--- src/rtl/pll_seq_pkg.sv ---
// Shared types and defaults for the PLL reset/lock sequencer.
// Latency: n/a (types and constants only).
// Backpressure: n/a.
package pll_seq_pkg;

    typedef enum logic [2:0] {
        ST_PLL_RST   = 3'd0,
        ST_WAIT_LOCK = 3'd1,
        ST_STABLE    = 3'd2,
        ST_RELEASE   = 3'd3,
        ST_RUN       = 3'd4
    } state_t;

    localparam int DEF_N_DOMAINS      = 6;
    localparam int DEF_PLL_RST_CYCLES = 16;
    localparam int DEF_LOCK_STABLE    = 1024;
    localparam int DEF_LOCK_TIMEOUT   = 65536;
    localparam int DEF_DOMAIN_GAP     = 8;
    localparam int DEF_LOSS_FILTER    = 4;
    localparam int DEF_CNT_W          = 17;

    localparam int RETRY_W = 8;
    localparam logic [RETRY_W-1:0] RETRY_MAX = '1;

    // Saturating increment for the retry counter.
    function automatic logic [RETRY_W-1:0] sat_inc(input logic [RETRY_W-1:0] v);
        return (v == RETRY_MAX) ? v : v + RETRY_W'(1);
    endfunction

endpackage

--- src/rtl/sync2.sv ---
// Two-flop synchronizer for asynchronous level inputs, cleared by async reset.
// Latency: 2 clk cycles from d to q.
// Backpressure: none; samples every cycle.
module sync2 #(
    parameter int W = 1
) (
    input  logic         clk,
    input  logic         rst_n,
    input  logic [W-1:0] d,
    output logic [W-1:0] q
);

    logic [W-1:0] meta;

    always_ff @(posedge clk or negedge rst_n) begin
        if (!rst_n) begin
            meta <= '0;
            q    <= '0;
        end else begin
            meta <= d;
            q    <= meta;
        end
    end

endmodule

--- src/rtl/pll_reset_seq.sv ---
// PLL reset/lock sequencer: pulses pll_rst, qualifies lock, releases domain resets in order.
// Latency: locked seen 2 cycles late through sync2; all outputs straight from flops.
// Backpressure: none; sw_reset/clr_status are single-cycle pulses sampled every cycle.
module pll_reset_seq
    import pll_seq_pkg::*;
#(
    parameter int N_DOMAINS      = DEF_N_DOMAINS,
    parameter int PLL_RST_CYCLES = DEF_PLL_RST_CYCLES,
    parameter int LOCK_STABLE    = DEF_LOCK_STABLE,
    parameter int LOCK_TIMEOUT   = DEF_LOCK_TIMEOUT,
    parameter int DOMAIN_GAP     = DEF_DOMAIN_GAP,
    parameter int LOSS_FILTER    = DEF_LOSS_FILTER,
    parameter int CNT_W          = DEF_CNT_W
) (
    input  logic                 clkin,
    input  logic                 rst_n,
    input  logic                 locked,
    input  logic                 sw_reset,
    input  logic                 clr_status,
    output logic                 pll_rst,
    output logic [N_DOMAINS-1:0] dom_rst_n,
    output logic                 ready,
    output logic [2:0]           state,
    output logic [RETRY_W-1:0]   retry_cnt,
    output logic                 lock_lost
);

    localparam int IDX_W = (N_DOMAINS > 1) ? $clog2(N_DOMAINS) : 1;

    localparam logic [CNT_W-1:0] PLL_LAST    = CNT_W'(PLL_RST_CYCLES - 1);
    localparam logic [CNT_W-1:0] TO_LAST     = CNT_W'(LOCK_TIMEOUT - 1);
    localparam logic [CNT_W-1:0] STABLE_LAST = CNT_W'(LOCK_STABLE - 1);
    localparam logic [CNT_W-1:0] GAP_LAST    = CNT_W'(DOMAIN_GAP - 1);
    localparam logic [CNT_W-1:0] LOSS_LAST   = CNT_W'(LOSS_FILTER - 1);
    localparam logic [IDX_W-1:0] IDX_LAST    = IDX_W'(N_DOMAINS - 1);

    state_t           st;
    logic [CNT_W-1:0] cnt;
    logic [IDX_W-1:0] idx;
    logic             lk_s;
    logic             timeout_evt;
    logic             loss_evt;
    logic             bump;

    sync2 #(.W(1)) u_lock_sync (
        .clk   (clkin),
        .rst_n (rst_n),
        .d     (locked),
        .q     (lk_s)
    );

    assign state = st;

    // In RELEASE any unlocked cycle is a loss; in RUN it must persist LOSS_FILTER cycles.
    assign timeout_evt = (st == ST_WAIT_LOCK) && !lk_s && (cnt == TO_LAST);
    assign loss_evt    = !lk_s && ((st == ST_RELEASE) ||
                                   ((st == ST_RUN) && (cnt == LOSS_LAST)));
    assign bump        = !sw_reset && (timeout_evt || loss_evt);

    always_ff @(posedge clkin or negedge rst_n) begin
        if (!rst_n) begin
            st        <= ST_PLL_RST;
            cnt       <= '0;
            idx       <= '0;
            pll_rst   <= 1'b1;
            dom_rst_n <= '0;
            ready     <= 1'b0;
        end else if (sw_reset || loss_evt) begin
            // All domains drop together; only the release is sequenced.
            st        <= ST_PLL_RST;
            cnt       <= '0;
            idx       <= '0;
            pll_rst   <= 1'b1;
            dom_rst_n <= '0;
            ready     <= 1'b0;
        end else begin
            case (st)
                ST_PLL_RST: begin
                    if (cnt == PLL_LAST) begin
                        st      <= ST_WAIT_LOCK;
                        cnt     <= '0;
                        pll_rst <= 1'b0;
                    end else begin
                        cnt <= cnt + CNT_W'(1);
                    end
                end
                ST_WAIT_LOCK: begin
                    if (lk_s) begin
                        st  <= ST_STABLE;
                        cnt <= '0;
                    end else if (timeout_evt) begin
                        st      <= ST_PLL_RST;
                        cnt     <= '0;
                        pll_rst <= 1'b1;
                    end else begin
                        cnt <= cnt + CNT_W'(1);
                    end
                end
                ST_STABLE: begin
                    if (!lk_s) begin
                        st  <= ST_WAIT_LOCK;
                        cnt <= '0;
                    end else if (cnt == STABLE_LAST) begin
                        st  <= ST_RELEASE;
                        cnt <= '0;
                        idx <= '0;
                    end else begin
                        cnt <= cnt + CNT_W'(1);
                    end
                end
                ST_RELEASE: begin
                    if (cnt == GAP_LAST) begin
                        cnt       <= '0;
                        dom_rst_n <= dom_rst_n | (N_DOMAINS'(1) << idx);
                        if (idx == IDX_LAST) begin
                            st    <= ST_RUN;
                            ready <= 1'b1;
                        end else begin
                            idx <= idx + IDX_W'(1);
                        end
                    end else begin
                        cnt <= cnt + CNT_W'(1);
                    end
                end
                ST_RUN: begin
                    cnt <= lk_s ? '0 : cnt + CNT_W'(1);
                end
                default: begin
                    st        <= ST_PLL_RST;
                    cnt       <= '0;
                    idx       <= '0;
                    pll_rst   <= 1'b1;
                    dom_rst_n <= '0;
                    ready     <= 1'b0;
                end
            endcase
        end
    end

    // A same-cycle event beats clr_status: clear first, then count/set.
    always_ff @(posedge clkin or negedge rst_n) begin
        if (!rst_n) begin
            retry_cnt <= '0;
            lock_lost <= 1'b0;
        end else begin
            if (bump) begin
                retry_cnt <= clr_status ? RETRY_W'(1) : sat_inc(retry_cnt);
            end else if (clr_status) begin
                retry_cnt <= '0;
            end

            if (!sw_reset && loss_evt) begin
                lock_lost <= 1'b1;
            end else if (clr_status) begin
                lock_lost <= 1'b0;
            end
        end
    end

endmodule

--- config.mk ---
export PLATFORM = sky130hd
export DESIGN_NAME = pll_reset_seq
export DESIGN_NICKNAME = d
export VERILOG_FILES = /design/src/rtl/pll_seq_pkg.sv /design/src/rtl/sync2.sv /design/src/rtl/pll_reset_seq.sv
export SDC_FILE = /design/constraint.sdc
export NUM_CORES = 1
export LEC_CHECK = 0
export ABC_AREA = 1
export BUFFER_PORTS_ARGS = -buffer_cell sky130_fd_sc_hd__buf_4
export CAP_MARGIN = 40
export CORE_MARGIN = 2
export CORE_UTILIZATION = 45
export CTS_CLUSTER_SIZE = 40
export DETAILED_ROUTE_END_ITERATION = 8
export PLACE_DENSITY_LB_ADDON = 0.12
export SLEW_MARGIN = 20
export SYNTH_ARGS = -nofsm -noshare
export SYNTH_HDL_FRONTEND = slang
export SYNTH_SLANG_ARGS = --single-unit
--- constraint.sdc ---
create_clock -name clkin -period 6.3 [get_ports clkin]
set_input_delay 0.945 -clock clkin [delete_from_list [all_inputs] [get_ports clkin]]
set_output_delay 0.945 -clock clkin [all_outputs]
set_load 0.005 [all_outputs]
# Word-level counts from Yosys, hierarchy flattened
# Index checks and enable logic that the tools add are counted.
# Widths: inputs -> output; s select.
op_classes:
  bitwise_logic: 1
  add_sub_neg: 3
  muxes: 42
  eq_ne: 26
  shifts: 1
  reduce_logical: 23
ops:
  columns: ["cell", "count"]
  rows:
  - ["$mux 17", 8]
  - ["$pmux 17 s5", 1]
  - ["$mux 3", 13]
  - ["$mux 8", 4]
  - ["$add 17x1->17 const B", 1]
  - ["$eq 17x10->1 const B", 1]
  - ["$eq 17x16->1 const B", 1]
  - ["$eq 17x2->1 const B", 1]
  - ["$eq 17x3->1 const B", 1]
  - ["$eq 17x4->1 const B", 1]
  - ["$pmux 3 s5", 1]
  - ["$mux 6", 2]
  - ["$ne 3x3->1 const B", 4]
  - ["$pmux 6 s2", 1]
  - ["$mux 1", 9]
  - ["$pmux 3 s3", 1]
  - ["$add 8x1->8 const B", 1]
  - ["$eq 8x8->1 const B", 1]
  - ["$ne 2x1->1 const B", 4]
  - ["$eq 3x2->1 const B", 2]
  - ["$eq 3x3->1 const B", 2]
  - ["$logic_and 1x1->1", 6]
  - ["$ne 3x1->1 const B", 2]
  - ["$ne 3x2->1 const B", 2]
  - ["20 further kinds", 26]
totals:
  elab_cells: 106
  output_inout_bits: 20
  reg_bits: 42
  in_bits: 5

# Depth between registers and ports, before layout
depth:
  ltp_word: 8
  depth_mapped: 18
  mapped_depth_nobuf: 16

# By module
# From an unflattened synthesis, not the netlist that was laid out.
unflattened:
  hier_cells: 332
  hier_area_um2: 2637.5
by_module_without_submodules:
  columns: ["module", "instances", "seq_area_each_um2", "area_each_um2", "cells_per_inst"]
  rows:
  - ["pll_reset_seq", 1, 1002.2, 2587.5, 330]
  - ["sync2", 1, 50.0, 50.0, 2]

# Least setup slack after synthesis
# No wires, ideal clock.
synth_timing:
  kind: "register -> register"
  start: "register cnt[3]"
  end: "register cnt[9]"
  slack_ps: 4105
  required_ps: 6178
  setup_time_ps: 122
  period_less_slack_ps: 2195
  path_stages_with_launch: 19
  arrival_ps: 2072
  n_path_buf: 2
  cell_sequence: "dfrtp_1 -> buf_4 -> nand2_2 -> nor2_4 -> nand2_2 -> nor3_1 -> inv_1 -> nor2_1 -> nand2_1 -> nor2_1 -> ha_1 -> nand2_1 -> nand2_1 -> nand2_1 -> nand2_1 -> nand2_1 -> o21ai_4 -> buf_6 -> nor2_2"
synth_between:
  elab_chain_len: 6
  elab_cells_between_ends: 20
  cone_classes: "add/sub: 1; eq/ne: 5; mux: 9; reduce/logical: 5"
synth_rtl:
  columns: ["item", "line_no", "rtl"]
  rows:
  - ["from (decl)", "pll_reset_seq.sv:38", "logic [CNT_W-1:0] cnt;"]
  - ["from (signal assigned)", "pll_reset_seq.sv:84", "cnt <= cnt + CNT_W'(1);"]
  - ["from (signal assigned)", "pll_reset_seq.sv:96", "cnt <= cnt + CNT_W'(1);"]
  - ["from (signal assigned)", "pll_reset_seq.sv:108", "cnt <= cnt + CNT_W'(1);"]
  - ["parallel branches: the longest is 5 deep, another holds $add 17x1->17", null, null]
  - ["$mux 17 *", "pll_reset_seq.sv:68", "end else if (sw_reset || loss_evt) begin"]
# Mark *: on every way between the ends.
# A chain may end at the register's enable or synchronous reset.

# Worst setup path after layout
layout_timing:
  start: "register cnt[3]"
  end: "register cnt[14]"
# Same word-level chain as after synthesis.

==> impl_metrics.env <==
export IMPL_status="complete, no violations"
export IMPL_grt_use_total=0.191
export IMPL_place_inst=425
export IMPL_cts_made_buffers=5
export IMPL_post_cts_buffers=0
export IMPL_max_freq_mhz=375
export IMPL_crit_path_end_kind="flop"
export IMPL_io_buffers=24
export IMPL_ys_warn_count=0
export IMPL_cp_required_ns=6.46
export IMPL_min_to="u_lock_sync.q"
export IMPL_ys_ff_latch=42
export IMPL_cp_slowest_cell="o21ai_4"
export IMPL_start_util=0.462
export IMPL_ys_types=27
export IMPL_dr_pass1_iters=4
export IMPL_most_common_layout_cells="nand2_1 (86), inv_1 (41), nor2_1 (41), dfrtp_1 (41), nand3_1 (25)"
export IMPL_fin_skew_ns=0.00455
export IMPL_cts_num_sinks=42
export IMPL_vdd_drop_max_mv=0.0977
export IMPL_worstSetupPathType="flop to flop"
export IMPL_globalplace_congestion=0.853
export IMPL_leakagePower_uw=0.00148
export IMPL_drt_vias_per_instance=4.93
export IMPL_grt_pass1_vias=2134
export IMPL_drive_gt1_frac=0.169
export IMPL_critPathMaxStageDelay_ns=0.52
export IMPL_drv_cap=0
export IMPL_clkTransAtPathRegs_ns=0.08
export IMPL_syn2layout_area_growth_pct=13.6
export IMPL_crit_fanout=17
export IMPL_cp_common_cell="nand2_1"
export IMPL_rows=27
export IMPL_hold_start="u_lock_sync.meta"
export IMPL_nNetsFinal=374
export IMPL_powerDensity_nw_per_um2=169
export IMPL_finalSetupViolCount=0
export IMPL_synth_nets=345
export IMPL_dpl_cell_area_um2=2770
export IMPL_dieWidth_um=78.8
export IMPL_antenna_found_initial=0
export IMPL_critPathLaunchType="flop"
export IMPL_dr_first_iter_drc_count=166
export IMPL_diodes=0
export IMPL_regToRegSetupSlack_ns=3.63
export IMPL_route_detailed_wl_per_inst_um=12.1
export IMPL_grt_pass1_wl_mm=9.43
export IMPL_period_share=0.424
export IMPL_r2r_cells=16
export IMPL_cts_tree="yes"
export IMPL_hold_buffers=0
export IMPL_fin_hold_ws_ns=0.358
export IMPL_clk_path_buf_depth=2
export IMPL_clk_latency_ns=0.30
export IMPL_ctsResizeCount=0
export IMPL_grt_overflow=0
export IMPL_stdcell_area_um2=2860
export IMPL_die_area_um2=6200
export IMPL_path_cells="nand2_2 -> nor2_4 -> nand2_2 -> nor3_1 -> inv_1 -> nor2_1 -> nand2_1 -> nor2_1 -> ha_1 -> nand2_1 -> nand2_1 -> nand2_1 -> nand2_1 -> nand2_1 -> o21ai_4 -> nor2_1"
export IMPL_netlist_area_um2=2510
export IMPL_arrival_ns=2.83
export IMPL_rr_startpoint="cnt[3]"
export IMPL_slew_headroom=0.577
export IMPL_drcViolationCount=0
export IMPL_setup_tns_ns=0
export IMPL_vias=2136
export IMPL_yosysSeqAreaShare=0.418
export IMPL_postSynthAreaPerCell_um2=7.60
export IMPL_period_minus_slack_ns=2.67
export IMPL_syn_inst=331
export IMPL_routed_wl_mm=5.23
export IMPL_r2r_end="cnt[14]"
export IMPL_cts_root_buf="clkbuf_8"
export IMPL_rsz0062_at_grt="no"
export IMPL_drv_slew=0
export IMPL_ios=25
export IMPL_hp_class="flop to flop"
export IMPL_placeableCoreArea_um2=5440
export IMPL_tightest_slew_ns=0.632
export IMPL_fin_cells=433
export IMPL_hpwl_mm=3.79
export IMPL_antenna_left=0
export IMPL_hold_viol=0
export IMPL_layout_commonest_cell="nand2_1"
export IMPL_cts_max_level=2
export IMPL_dieHeight_um=78.8
export IMPL_hold_path_cell_count=0
export IMPL_grt_max_degree=43
-- Yosys cell counts --
cell	instances	area [um2]
xnor2_1	2	17.5
a21oi_1	3	15.0
o21ai_1	1	5.00
ha_1	9	113
nand2_1	86	323
inv_2	2	7.51
o21ai_0	11	55.1
nor2_2	12	75.1
o21ai_4	2	32.5
nor2_1	41	154
nor2_4	3	33.8
clkinv_1	1	3.75
nand2_4	1	11.3
nand3b_1	2	15.0
inv_1	41	154
nor3_1	7	35.0
buf_4	1	7.51
dfrtp_1	41	1030
xor2_1	11	96.3
nand3_1	25	125
o211ai_1	2	15.0
nand2_2	8	50.1
inv_4	1	6.26
dfstp_2	1	26.3
nor3b_1	1	7.51
nand4_1	15	93.8
buf_6	1	11.3
-- kinds of logic (layout without fill, tap and decap cells) --
group	after synthesis	after routing	synth area share
fa+ha+maj	9	9	0.0448
compound gates	19	19	0.0487
simple gates	201	201	0.367
flops	42	42	0.418
buf+inv	47	77	0.0756
xor+xnor	13	13	0.0453
-- where the power goes --
part	switching, uW	total [uW]	internal (uW)
clock	95.5	184	88.6
sequential	2.47	275	272
combinational	18.7	25.3	6.64
total	117	484	367
-- how the worst max path moves through the flow --
stage	start	end	slack (ns)	cells past startpoint
after global placement	cnt[3]	cnt[14]	3.74	16
after CTS	cnt[3]	cnt[14]	3.64	16
after floorplan	cnt[3]	cnt[9]	4.11	18
final	cnt[3]	cnt[14]	3.63	16
after detailed placement	cnt[3]	cnt[15]	3.64	16
after global routing	cnt[3]	cnt[14]	3.27	16
-- final cells by class --
cell class | instances | area (um2)
fillers | 542 | 2580
repair buffers | 24 | 180
multi-input cells | 242 | 1270
flip-flops and latches | 42 | 1050
well taps | 72 | 90.1
inverters | 45 | 171
clock inverters | 1 | 5.00
clock buffers | 7 | 86.3
-- sequential cells by signal, summed over array words and instances (netlist names) --
signal            cells
retry_cnt             8
u_lock_sync.q         1
ready                 1
u_lock_sync.meta      1
dom_rst_n             6
pll_rst               1
idx                   3
cnt                  17
state                 3
lock_lost             1
-- routing by layer --
metal | global-route usage | vias up | part of all wire
li1 | - | 1102 | -
met1 | 0.249 | 993 | 0.49
met2 | 0.320 | 36 | 0.46
met3 | 0.0386 | 5 | 0.038
met4 | 0.0579 | 0 | 0.013
met5 | 0 | - | 0
-- per-stage QoR --
step / worst slack (ns) / util / total power [uW]
final: 3.63 / 0.525 / 484
after global placement: 3.74 / 0.509 / 306
after global routing: 3.27 / 0.525 / 501
after CTS: 3.64 / 0.525 / 490
after detailed placement: 3.64 / 0.509 / 306
after floorplan: 4.11 / - / 294
-- critical path, delay by kind of cell, from the launching register on --
| kind | cells | cell delay (ns) |
|---|---|---|
| buffers and inverters | 1 | 0.07 |
| DFF | 1 | 0.47 |
| and+or+nand+nor | 13 | 1.31 |
| adders and majority gates | 1 | 0.18 |
| AOI/OAI and AO/OA | 1 | 0.52 |
Power figures use the tool's default switching activity.
